## config.mk

```make
export PLATFORM = sky130hd
export DESIGN_NAME = sigmoid_pla_pipe
export DESIGN_NICKNAME = d
export VERILOG_FILES = /design/src/rtl/sigmoid_pla_pipe.sv
export SDC_FILE = /design/constraint.sdc
export NUM_CORES = 1
export LEC_CHECK = 0
export ABC_AREA = 1
export CORE_MARGIN = 5
export CORE_UTILIZATION = 25
export CTS_CLUSTER_SIZE = 28
export DETAILED_ROUTE_END_ITERATION = 12
export DONT_BUFFER_PORTS = 1
export PLACE_DENSITY = 0.41
export SLEW_MARGIN = 20
export SYNTH_ARGS = -nofsm -noshare
export SYNTH_HDL_FRONTEND = slang
export SYNTH_SLANG_ARGS = --single-unit
```

## constraint.sdc

```tcl
create_clock -name clk -period 2.9 [get_ports clk]
set_input_delay 0 -clock clk [delete_from_list [all_inputs] [get_ports clk]]
set_output_delay 0 -clock clk [all_outputs]
set_load 0.02 [all_outputs]
```

## src/rtl/sigmoid_pla_pipe.sv

```systemverilog
// sigmoid_pla_pipe: three-stage streaming piecewise-linear sigmoid / tanh unit.
// Operands and results are signed fixed point Q(DATA_W-FRAC_W).FRAC_W.
// Stage 1 takes |x| (doubled for tanh), stage 2 evaluates the PLAN segment,
// and stage 3 applies the sign mirror and the tanh rescale.
// All stages advance together whenever the output slot is free or is being consumed.

module sigmoid_pla_pipe #(
    parameter int unsigned DATA_W = 32,
    parameter int unsigned FRAC_W = 16
) (
    input  logic              clk,
    input  logic              rstn,
    input  logic              in_valid,
    output logic              in_ready,
    input  logic [DATA_W-1:0] in_data,
    input  logic              in_mode,
    output logic              out_valid,
    input  logic              out_ready,
    output logic [DATA_W-1:0] out_data,
    output logic              busy
);

    // Fixed-point constants
    localparam logic [DATA_W-1:0] ONE     = DATA_W'(1) << FRAC_W;
    localparam logic [DATA_W-1:0] MAX_POS = {1'b0, {(DATA_W-1){1'b1}}};
    // Segment thresholds: 1.0, 2.375, 5.0
    localparam logic [DATA_W-1:0] T1 = ONE;
    localparam logic [DATA_W-1:0] T2 = (ONE << 1) + (ONE >> 2) + (ONE >> 3);
    localparam logic [DATA_W-1:0] T3 = (ONE << 2) + ONE;
    // Segment intercepts: 0.5, 0.625, 0.84375
    localparam logic [DATA_W-1:0] B0 = ONE >> 1;
    localparam logic [DATA_W-1:0] B1 = (ONE >> 1) + (ONE >> 3);
    localparam logic [DATA_W-1:0] B2 = (ONE >> 1) + (ONE >> 2) + (ONE >> 4) + (ONE >> 5);
    // Saturation limit and LSB in the widened (DATA_W+1) domain
    localparam logic [DATA_W:0]   MAX_POS_EXT = {1'b0, MAX_POS};
    localparam logic [DATA_W:0]   LSB_EXT     = (DATA_W + 1)'(1);

    // Pipeline control
    logic adv;

    // Stage 1 registers
    logic              v1_q;
    logic              s1_q;
    logic              m1_q;
    logic [DATA_W-1:0] a1_q;

    // Stage 2 registers
    logic              v2_q;
    logic              s2_q;
    logic              m2_q;
    logic [DATA_W-1:0] y2_q;

    // Stage 3 registers
    logic              v3_q;
    logic [DATA_W-1:0] out_q;

    // Next-state values
    logic [DATA_W:0]   x_ext;
    logic [DATA_W:0]   mag_ext;
    logic [DATA_W:0]   dbl_ext;
    logic [DATA_W-1:0] mag;
    logic [DATA_W-1:0] a1_d;
    logic [DATA_W-1:0] y2_d;
    logic [DATA_W-1:0] y_sym;
    logic [DATA_W-1:0] out_d;

    // Handshake: everything moves when the output register is empty or draining
    always_comb begin
        adv       = !v3_q || out_ready;
        in_ready  = adv;
        out_valid = v3_q;
        out_data  = out_q;
        busy      = v1_q || v2_q || v3_q;
    end

    // Stage 1 combinational: magnitude with one extra bit so the most-negative
    // operand cannot wrap, then saturating doubling for tanh
    always_comb begin
        x_ext   = {in_data[DATA_W-1], in_data};
        mag_ext = x_ext;
        if (in_data[DATA_W-1]) begin
            mag_ext = ~x_ext + LSB_EXT;
        end
        mag = (mag_ext > MAX_POS_EXT) ? MAX_POS : mag_ext[DATA_W-1:0];

        dbl_ext = {mag, 1'b0};
        a1_d    = mag;
        if (in_mode) begin
            a1_d = (dbl_ext > MAX_POS_EXT) ? MAX_POS : dbl_ext[DATA_W-1:0];
        end
    end

    // Stage 2 combinational: segment select; boundaries fall into the upper segment.
    // a1_q is non-negative, so a logical shift is the floor of the division.
    always_comb begin
        y2_d = ONE;
        if (a1_q < T1) begin
            y2_d = (a1_q >> 2) + B0;
        end else if (a1_q < T2) begin
            y2_d = (a1_q >> 3) + B1;
        end else if (a1_q < T3) begin
            y2_d = (a1_q >> 5) + B2;
        end
    end

    // Stage 3 combinational: mirror for negative x, then rescale for tanh.
    // y lies in [0, ONE] and 2*ONE fits the integer part, so nothing wraps.
    always_comb begin
        y_sym = s2_q ? (ONE - y2_q) : y2_q;
        out_d = m2_q ? ((y_sym << 1) - ONE) : y_sym;
    end

    // Stage valid bits: shift together on advance, hold while stalled
    always_ff @(posedge clk or negedge rstn) begin
        if (!rstn) begin
            v1_q <= 1'b0;
            v2_q <= 1'b0;
            v3_q <= 1'b0;
        end else if (adv) begin
            v1_q <= in_valid;
            v2_q <= v1_q;
            v3_q <= v2_q;
        end
    end

    // Stage 1 payload: sign, mode and (scaled) magnitude
    always_ff @(posedge clk or negedge rstn) begin
        if (!rstn) begin
            s1_q <= 1'b0;
            m1_q <= 1'b0;
            a1_q <= '0;
        end else if (adv && in_valid) begin
            s1_q <= in_data[DATA_W-1];
            m1_q <= in_mode;
            a1_q <= a1_d;
        end
    end

    // Stage 2 payload: sign, mode and half-plane result y in [0.5, 1.0]
    always_ff @(posedge clk or negedge rstn) begin
        if (!rstn) begin
            s2_q <= 1'b0;
            m2_q <= 1'b0;
            y2_q <= '0;
        end else if (adv && v1_q) begin
            s2_q <= s1_q;
            m2_q <= m1_q;
            y2_q <= y2_d;
        end
    end

    // Output register: only loaded by a real entry, so it never shows bubble data
    always_ff @(posedge clk or negedge rstn) begin
        if (!rstn) begin
            out_q <= '0;
        end else if (adv && v2_q) begin
            out_q <= out_d;
        end
    end

endmodule

```

* After elaboration in Yosys (flattened, before gate mapping) *
Cells that the tools add are included.

cells by class
  add/sub/neg operators = 6
  $mul = 0
  div/mod/pow operators = 0
  $lt $le $gt $ge = 5
  eq/ne operators = 0
  shift operators = 0
  multiplexer cells = 9
  bitwise gates (word level) = 1
  reductions and logical operators = 7

operator list
  kind                      number
  $mux W32                  7
  $gt A33 B31 Y1 const B    2
  $add A33 B1 Y33 const B   1
  $mux W33                  1
  $not A33 Y33              1
  $lt A32 B17 Y1 const B    1
  $lt A32 B18 Y1 const B    1
  $lt A32 B19 Y1 const B    1
  $sub A17 B32 Y32 const A  1
  $sub A32 B17 Y32 const B  1
  $add A30 B16 Y31 const B  1
  $add A29 B16 Y30 const B  1
  $add A27 B16 Y28 const B  1
  $mux W28                  1
  $logic_and A1 B1 Y1       3
  $logic_or A1 B1 Y1        3
  $logic_not A1 Y1          1

word-level totals
  register bits = 103
  latch bits = 0
  RAM bits = 0
  memory bits (read-only) = 0
  memories kept = 0

* Logic depth before layout (Yosys ltp) *
Gate-level depths: netlist of run 1.

  depth after elaboration = 8
  gate-level depth with buffers = 18
  depth with buffers taken out = 18

* Least setup slack after synthesis of run 1 *
Ideal clock, no wire load.

  path type = reg2reg
  from = register y2_q[0]
  to = register out_q[26], in the netlist out_data[26]
  arrival = 2031 ps
  slack = 752 ps
  stages on the path, launching flop included = 16
  buffers on the path = 0
  path through = dfrtp_1 > inv_1 > ha_1 > nand2_1 > nor2_4 > nand4_1 > nand2_2 > ha_1 > nand3_1 > nor2_1 > nand2_1 > nor2_2 > xor2_1 > nand2_1 > nand2_1 > nand2_1

between the ends
  longest elaborated chain between the ends = 4

RTL lines
  what                    RTL line  source
  from (decl)             51        logic [DATA_W-1:0] y2_q;
  from (signal assigned)  148       y2_q <= y2_d;
  $sub A17 B32 Y32        109       y_sym = s2_q ? (ONE - y2_q) : y2_q;
  $mux W32 (*)            109
  $sub A32 B17 Y32        110       out_d = m2_q ? ((y_sym << 1) - ONE) : y_sym;
  $mux W32 (*)            110
  to (signal assigned)    157       out_q <= out_d;
  to (decl)               55        logic [DATA_W-1:0] out_q;

Every way passes the cells marked *; elsewhere a longest branch is shown, timed or not.
A chain may end at the register's enable or synchronous reset.

* Worst setup path in the final report of run 1 *
Ends and elaborated chain as after synthesis.

==> impl_metrics.env, run 1 <==
export IMPL_drcViolationCount=0
export IMPL_floorplan_initialDensity=0.253
export IMPL_post_cts_setup_buffer_count=0
export IMPL_finalNetCount=1053
export IMPL_worst_path_largest_cell_delay_ns=0.39
export IMPL_max_slew_worst_pin_slew_ns=0.791
export IMPL_timing_fmax_mhz=406
export IMPL_route_detailed_vias_per_inst=4.50
export IMPL_critical_path_peak_fanout=6
export IMPL_diodes=0
export IMPL_synth_compound_area_frac=0.151
export IMPL_grt_setup_unrepaired="no"
export IMPL_path_common_cell="nand2_1"
export IMPL_die_height_um=177
export IMPL_setup_reg_to_reg_worst_slack_ns=0.43
export IMPL_tritoncts="built"
export IMPL_clock_root_buffer="clkbuf_16"
export IMPL_critPathCaptureType="register"
export IMPL_cp_arrival_ns=2.71
export IMPL_synth_xor_xnor_area_share=0.0450
export IMPL_clock_path_buffers=2
export IMPL_crit_path_cell_trace="inv_1, ha_1, nand2_1, nor2_4, nand4_1, nand2_2, ha_1, nand3_1, nor2_1, nand2_1, nor2_2, xor2_1, nand2_1, nand2_1, nand2_1"
export IMPL_timing_final_crit_share=0.850
export IMPL_clock_sink_count=100
export IMPL_r2r_worst_path_cells=15
export IMPL_synth_mux_area_fraction=0
export IMPL_synthFlopType="dfrtp_1"
export IMPL_finalSetupTns_ns=0
export IMPL_final_min_clock_period_ns=2.47
export IMPL_slew_violations=0
export IMPL_first_pass_grt_wire_length_mm=32.6
export IMPL_place_port_buffers=0
export IMPL_critPathLaunchType="register"
export IMPL_post_synthesis_adder_cell_area_fraction=0.0161
export IMPL_mean_post_synth_cell_area_um2=6.89
export IMPL_timing_rr_start="y2_q[0]"
export IMPL_place_detailed_hpwl_mm=14.5
export IMPL_wl_per_cell_um=13.9
export IMPL_hold_buffers=10
export IMPL_cell_area_after_synthesis_um2=7000
export IMPL_dominant_combinational_cell_family_by_area_after_synthesis="simple AND/OR/NAND/NOR gates"
export IMPL_boundaryPins=72
export IMPL_asyncSetResetFlopFracSynth=1.00
export IMPL_post_cts_resize_count=0
export IMPL_grt_max_degree=101
export IMPL_number_of_warning_messages_in_the_yosys_log=0
export IMPL_placed_cell_count=1364
export IMPL_areaGrowthSynthToFinish_pct=11.2
export IMPL_detail_route_wirelength_mm=19.3
export IMPL_yosys_cell_count_top_type="nand2_1"
export IMPL_clkLatencyLatePin_ns=0.35
export IMPL_r2r_end="out_data[26]"
export IMPL_initial_drt_markers=317
export IMPL_worst_setup_hold_path_clk_slew_ns=0.07
export IMPL_post_synth_and_or_nand_nor_area_fraction=0.342
export IMPL_worstHoldPathType="in -> reg"
export IMPL_grt_usage=0.126
export IMPL_timing_worst_setup_path_type="reg -> reg"
export IMPL_finish_utilization=0.281
export IMPL_top_post_synthesis_cells_by_area="dfrtp_1 36%, nand2_1 13%, nor2_1 6.3%"
export IMPL_drt_antenna_violating_nets=0
export IMPL_fill_cells=3102
export IMPL_final_cells=1390
export IMPL_worst_hold_path_num_cells=4
export IMPL_peakVddDrop_uv=270
export IMPL_die_area_um2=31500
export IMPL_routed_via_count=6256
export IMPL_gp_routability_congestion=0.786
export IMPL_synth_ff_latch_count=100
export IMPL_slew_headroom=0.472
export IMPL_finalHoldViolations=0
export IMPL_synthCells=1016
export IMPL_post_route_cells_drive_above_1_share=0.0909
export IMPL_worst_clock_skew_ns=0.00814
export IMPL_worst_hold_path_endpoint="a1_q[22]"
export IMPL_cell_type_of_the_slowest_stage_on_the_worst_timing_path="dfrtp_1"
export IMPL_max_cap_violations=0
export IMPL_synth_edf_count=0
export IMPL_globalRoute_totalOverflow=0
export IMPL_hp_start="in_data[21]"
export IMPL_outcome="finished clean"
export IMPL_synth_commonest_cells="246 x nand2_1, 118 x nor2_1, 107 x inv_1"
export IMPL_critical_path_required_ns=3.15
export IMPL_synth_top_cell_area_share=0.357
export IMPL_synth_seq_area_share=0.357
export IMPL_detail_route_first_pass_iterations=6
export IMPL_placeableCoreArea_um2=27700
export IMPL_power_leakage_nw=3.60
export IMPL_power_density_cell_area_nw_per_um2=884
export IMPL_std_cell_rows=61
export IMPL_numCtsBuffers=9
export IMPL_synth_fp_nets=1062
export IMPL_setup_viol=0
export IMPL_die_w_um=177
export IMPL_synth_cell_type_count=44
export IMPL_netlist_top_cell_by_area="dfrtp_1"
export IMPL_htree_levels=3
export IMPL_antenna_violations_before_repair=0
export IMPL_grt_pass1_vias=6257
-- how the worst max path moves through the flow --
stage / from / depth (start not counted) / to
2_1_floorplan: y2_q[0] / 15 / out_data[26]
3_3_place_gp: y2_q[0] / 15 / out_data[26]
3_5_place_dp: y2_q[0] / 15 / out_data[26]
4_1_cts: y2_q[0] / 15 / out_data[26]
5_1_grt: y2_q[0] / 15 / out_data[26]
6_report: y2_q[0] / 15 / out_data[26]
-- cell type report --
| type | instances | area (µm²) | area share |
|---|---|---|---|
| Inverter | 116 | 435 | 0.0559 |
| Timing Repair Buffer | 21 | 200 | 0.0257 |
| Tap cell | 378 | 473 | 0.0607 |
| Multi-Input combinational cell | 759 | 3880 | 0.499 |
| Clock inverter | 5 | 42.5 | 0.00546 |
| Clock buffer | 11 | 253 | 0.0324 |
| Sequential cell | 100 | 2500 | 0.321 |
-- cells by family after synthesis --
| family | Yosys count |
|---|---|
| compound gates | 189 |
| xor+xnor | 36 |
| fa+ha+maj | 9 |
| buf+inv | 157 |
| flops | 100 |
| simple gates | 525 |
-- layout by cell type, fill, tap and decap left out, types with 5 or more instances in the layout --
cell,netlist,layout
o22ai_1,8,8
nand4_1,10,10
o221ai_1,12,12
o21ai_0,79,79
inv_2,6,6
dlygate4sd3_1,0,9
nand2_2,14,14
nand3_2,6,6
nor2_2,15,17
dfrtp_1,100,100
nand3_1,66,66
nor2_4,9,9
o21ai_1,20,20
clkbuf_16,0,9
nor4_1,5,5
buf_4,1,11
nor2_1,118,116
nand2_1,246,246
nor3_1,21,21
o211ai_1,9,9
a21oi_1,48,48
xnor2_1,10,10
inv_1,107,107
ha_1,9,9
xor2_1,26,26
a31oi_1,5,5
-- stage by stage --
step / instance area (µm²) / worst slack [ns] / hold WS (ns) / total power, mW
2_1_floorplan: 7000 / 0.752 / -0.296 / 4.88
3_3_place_gp: 7380 / 0.468 / -0.291 / 5.69
3_5_place_dp: 7380 / 0.423 / -0.291 / 5.68
4_1_cts: 7790 / 0.400 / 0.000388 / 6.99
5_1_grt: 7790 / 0.185 / 0.0333 / 7.56
6_report: 7790 / 0.434 / 0.00611 / 6.89
-- sequential cells by signal, summed over array words and instances (netlist names) --
signal / flops
a1_q: 30
m1_q: 1
m2_q: 1
out_data: 32
out_valid: 1
s1_q: 1
s2_q: 1
v1_q: 1
v2_q: 1
y2_q: 31
-- critical path, delay by kind of cell, from the launching register on --
kind / cells / cell delay (ns)
xor+xnor: 1 / 0.17
buf+inv: 1 / 0.14
simple gates: 11 / 1.29
flops: 1 / 0.39
fa+ha+maj: 2 / 0.39
-- report_power, final --
group	switching, mW	internal [mW]
sequential	0.708	1.87
combinational	2.04	1.04
clock	0.586	0.640
-- routing by layer --
| layer | vias to the layer above | wire length [µm] | GRT usage |
|---|---|---|---|
| met5 | - | 0 | 0 |
| met4 | 0 | 241 | 0.0319 |
| met3 | 12 | 911 | 0.0228 |
| met2 | 104 | 8130 | 0.194 |
| met1 | 2851 | 10000 | 0.182 |
| li1 | 3289 | - | - |
No activity file was read; power rests on OpenSTA's default activity.
==> inputs of run 2 (changes only) <==
--- a/config.mk
+++ b/config.mk
@@ -5,7 +5,6 @@
 export SDC_FILE = /design/constraint.sdc
 export NUM_CORES = 1
 export LEC_CHECK = 0
-export ABC_AREA = 1
 export CORE_MARGIN = 5
 export CORE_UTILIZATION = 25
 export CTS_CLUSTER_SIZE = 28
==> impl_metrics.env, run 2 <==
export IMPL_outcome="finished clean"
export IMPL_synth_seq_area_share=0.381
export IMPL_wl_per_cell_um=16.0
export IMPL_power_leakage_nw=3.37
export IMPL_timing_fmax_mhz=357
export IMPL_final_min_clock_period_ns=2.80
export IMPL_clkLatencyLatePin_ns=0.36
export IMPL_synth_cell_type_count=76
export IMPL_synth_edf_count=0
export IMPL_grt_pass1_vias=5707
export IMPL_critical_path_required_ns=3.14
export IMPL_peakVddDrop_uv=404
export IMPL_synthCells=765
export IMPL_synthFlopType="dfrtp_1"
export IMPL_top_post_synthesis_cells_by_area="dfrtp_1 38%, nand2_1 5.8%, xnor2_1 5.5%"
export IMPL_drt_antenna_violating_nets=0
export IMPL_clock_root_buffer="clkbuf_16"
export IMPL_cp_arrival_ns=3.04
export IMPL_die_area_um2=29600
export IMPL_post_route_cells_drive_above_1_share=0.155
export IMPL_place_port_buffers=0
export IMPL_finish_utilization=0.310
export IMPL_report_power_total_mw=7.18
export IMPL_asyncSetResetFlopFracSynth=1.00
export IMPL_fin_worst_hold_slack_ns=0.0124
export IMPL_routed_via_count=5607
export IMPL_timing_final_crit_share=0.965
export IMPL_worst_setup_hold_path_clk_slew_ns=0.08
export IMPL_synth_fp_nets=811
export IMPL_worst_clock_skew_ns=0.0129
export IMPL_final_common_cell="nand2_1"
export IMPL_setup_viol=0
export IMPL_synth_ff_latch_count=100
export IMPL_cell_type_of_the_slowest_stage_on_the_worst_timing_path="dlygate4sd3_1"
export IMPL_drcViolationCount=0
export IMPL_power_density_cell_area_nw_per_um2=892
export IMPL_finalNetCount=873
export IMPL_gp_routability_congestion=0.801
export IMPL_mean_post_synth_cell_area_um2=8.58
export IMPL_route_detailed_vias_per_inst=4.80
export IMPL_critPathLaunchType="input pin"
export IMPL_clock_sink_count=100
export IMPL_numCtsBuffers=9
export IMPL_crit_path_cell_trace="inv_1, ha_1, or4b_4, or3_1, or3_4, o311a_1, a21oi_4, and2_1, buf_6, a21oi_1, dlygate4sd3_1"
export IMPL_placeableCoreArea_um2=26000
export IMPL_slew_violations=0
export IMPL_grt_setup_unrepaired="yes"
export IMPL_initial_drt_markers=294
export IMPL_cell_area_after_synthesis_um2=6570
export IMPL_grt_usage=0.128
export IMPL_number_of_warning_messages_in_the_yosys_log=0
export IMPL_grt_max_degree=101
export IMPL_die_height_um=172
export IMPL_finalHoldViolations=0
export IMPL_timing_worst_setup_path_type="in -> reg"
export IMPL_areaGrowthSynthToFinish_pct=22.6
export IMPL_max_cap_violations=0
export IMPL_tritoncts="built"
export IMPL_htree_levels=3
export IMPL_max_slew_worst_pin_slew_ns=0.749
export IMPL_clock_path_buffers=2
export IMPL_slew_headroom=0.488
export IMPL_globalRoute_totalOverflow=0
export IMPL_antenna_violations_before_repair=0
export IMPL_synth_commonest_cells="101 x nand2_1, 100 x dfrtp_1, 66 x nor2_1"
export IMPL_worst_path_largest_cell_delay_ns=0.55
export IMPL_die_w_um=172
export IMPL_largest_register_ff_count=32
export IMPL_detail_route_first_pass_iterations=7
export IMPL_detail_route_wirelength_mm=18.7
export IMPL_synth_top_cell_area_share=0.381
export IMPL_first_pass_grt_wire_length_mm=31.0
export IMPL_worstHoldPathType="in -> reg"
export IMPL_yosys_cell_count_top_type="nand2_1"
export IMPL_place_detailed_hpwl_mm=13.8
export IMPL_diodes=0
export IMPL_critPathCaptureType="register"
export IMPL_critical_path_peak_fanout=8
export IMPL_std_cell_rows=59
export IMPL_netlist_top_cell_by_area="dfrtp_1"
export IMPL_most_common_layout_cells="100 x nand2_1, 99 x dfrtp_1, 71 x buf_4, 66 x nor2_1, 64 x o21ai_0"
export IMPL_boundaryPins=72
export IMPL_floorplan_initialDensity=0.253
==> run 2: cell types whose count changed in the layout (fill, tap and decap cells not counted), sizes merged, moves of 26 or more <==
cell	change
nor2	-76
inv	-93
buf	+61
nand3	-62
o21ai	-26
xnor2	+31
nand2	-161
==> run 2: report_power, final <==
group / switching, mW / total (mW) / internal (mW)
Sequential: 0.702 / 2.55 / 1.84
Clock: 0.628 / 1.33 / 0.703
Combinational: 1.83 / 3.30 / 1.47
==> run 2: final timing paths <==
kind                                     end  slack [ns]       start  depth (start not counted)
worst max-delay path                 a1_q[3]        0.10  in_data[1]                         11
worst min-delay path                 a1_q[9]        0.01  in_data[9]                          3
worst max register to register  out_data[28]        0.17     y2_q[4]                          8
worst min register to register      a1_q[24]        0.48    a1_q[24]                          1
max in group asynchronous            y2_q[6]        2.24        rstn                          2
min in group asynchronous               v1_q        0.26        rstn                          2
==> run 2: routing by layer <==
metal	global-route usage	wire length, µm
met2	0.188	7600
met4	0.0321	225
met3	0.0224	890
met5	0	0
met1	0.195	9940
==> run 2: metrics by stage <==
step	instances	worst slack, ns	cell area (µm²)	setup TNS (ns)
floorplan	765	0.0247	6580	0
global placement	1117	0.0329	7260	0
detailed placement	1117	-0.0420	7260	-0.0477
CTS	1160	0.0222	7870	0
global route	1167	-0.0519	8050	-0.0676
finish	1167	0.103	8050	0
==> run 2: cells by family after synthesis <==
logic type	synth area share
AO/OA/AOI/OAI	0.230
XOR/XNOR	0.0800
adder cells (fa/ha/maj)	0.0171
buffers and inverters	0.0457
flip-flops	0.381
multiplexers	0.0124
AND/OR/NAND/NOR	0.234
==> run 2: area by class of cell <==
class | count | area, µm²
Clock buffer | 9 | 225
Sequential cell | 100 | 2500
Tap cell | 335 | 419
Inverter | 17 | 63.8
Fill cell | 2814 | 17900
Clock inverter | 7 | 97.6
Timing Repair Buffer | 100 | 842
Multi-Input combinational cell | 599 | 3900
==> run 2: timing repair <==
item,in CTS,in global routing
cloned,0,0
setup buffers,0,6
gates resized for setup,1,20
endpoints found under the hold margin,126,1
pin swaps,1,8
hold buffers,27,1
endpoints found under the setup margin,2,13
==> run 2: critical path, delay by kind of cell <==
kind | cells | cell delay (ns)
AO/OA/AOI/OAI | 3 | 0.65
adder cells (fa/ha/maj) | 1 | 0.17
buffers and inverters | 3 | 0.76
AND/OR/NAND/NOR | 4 | 1.46
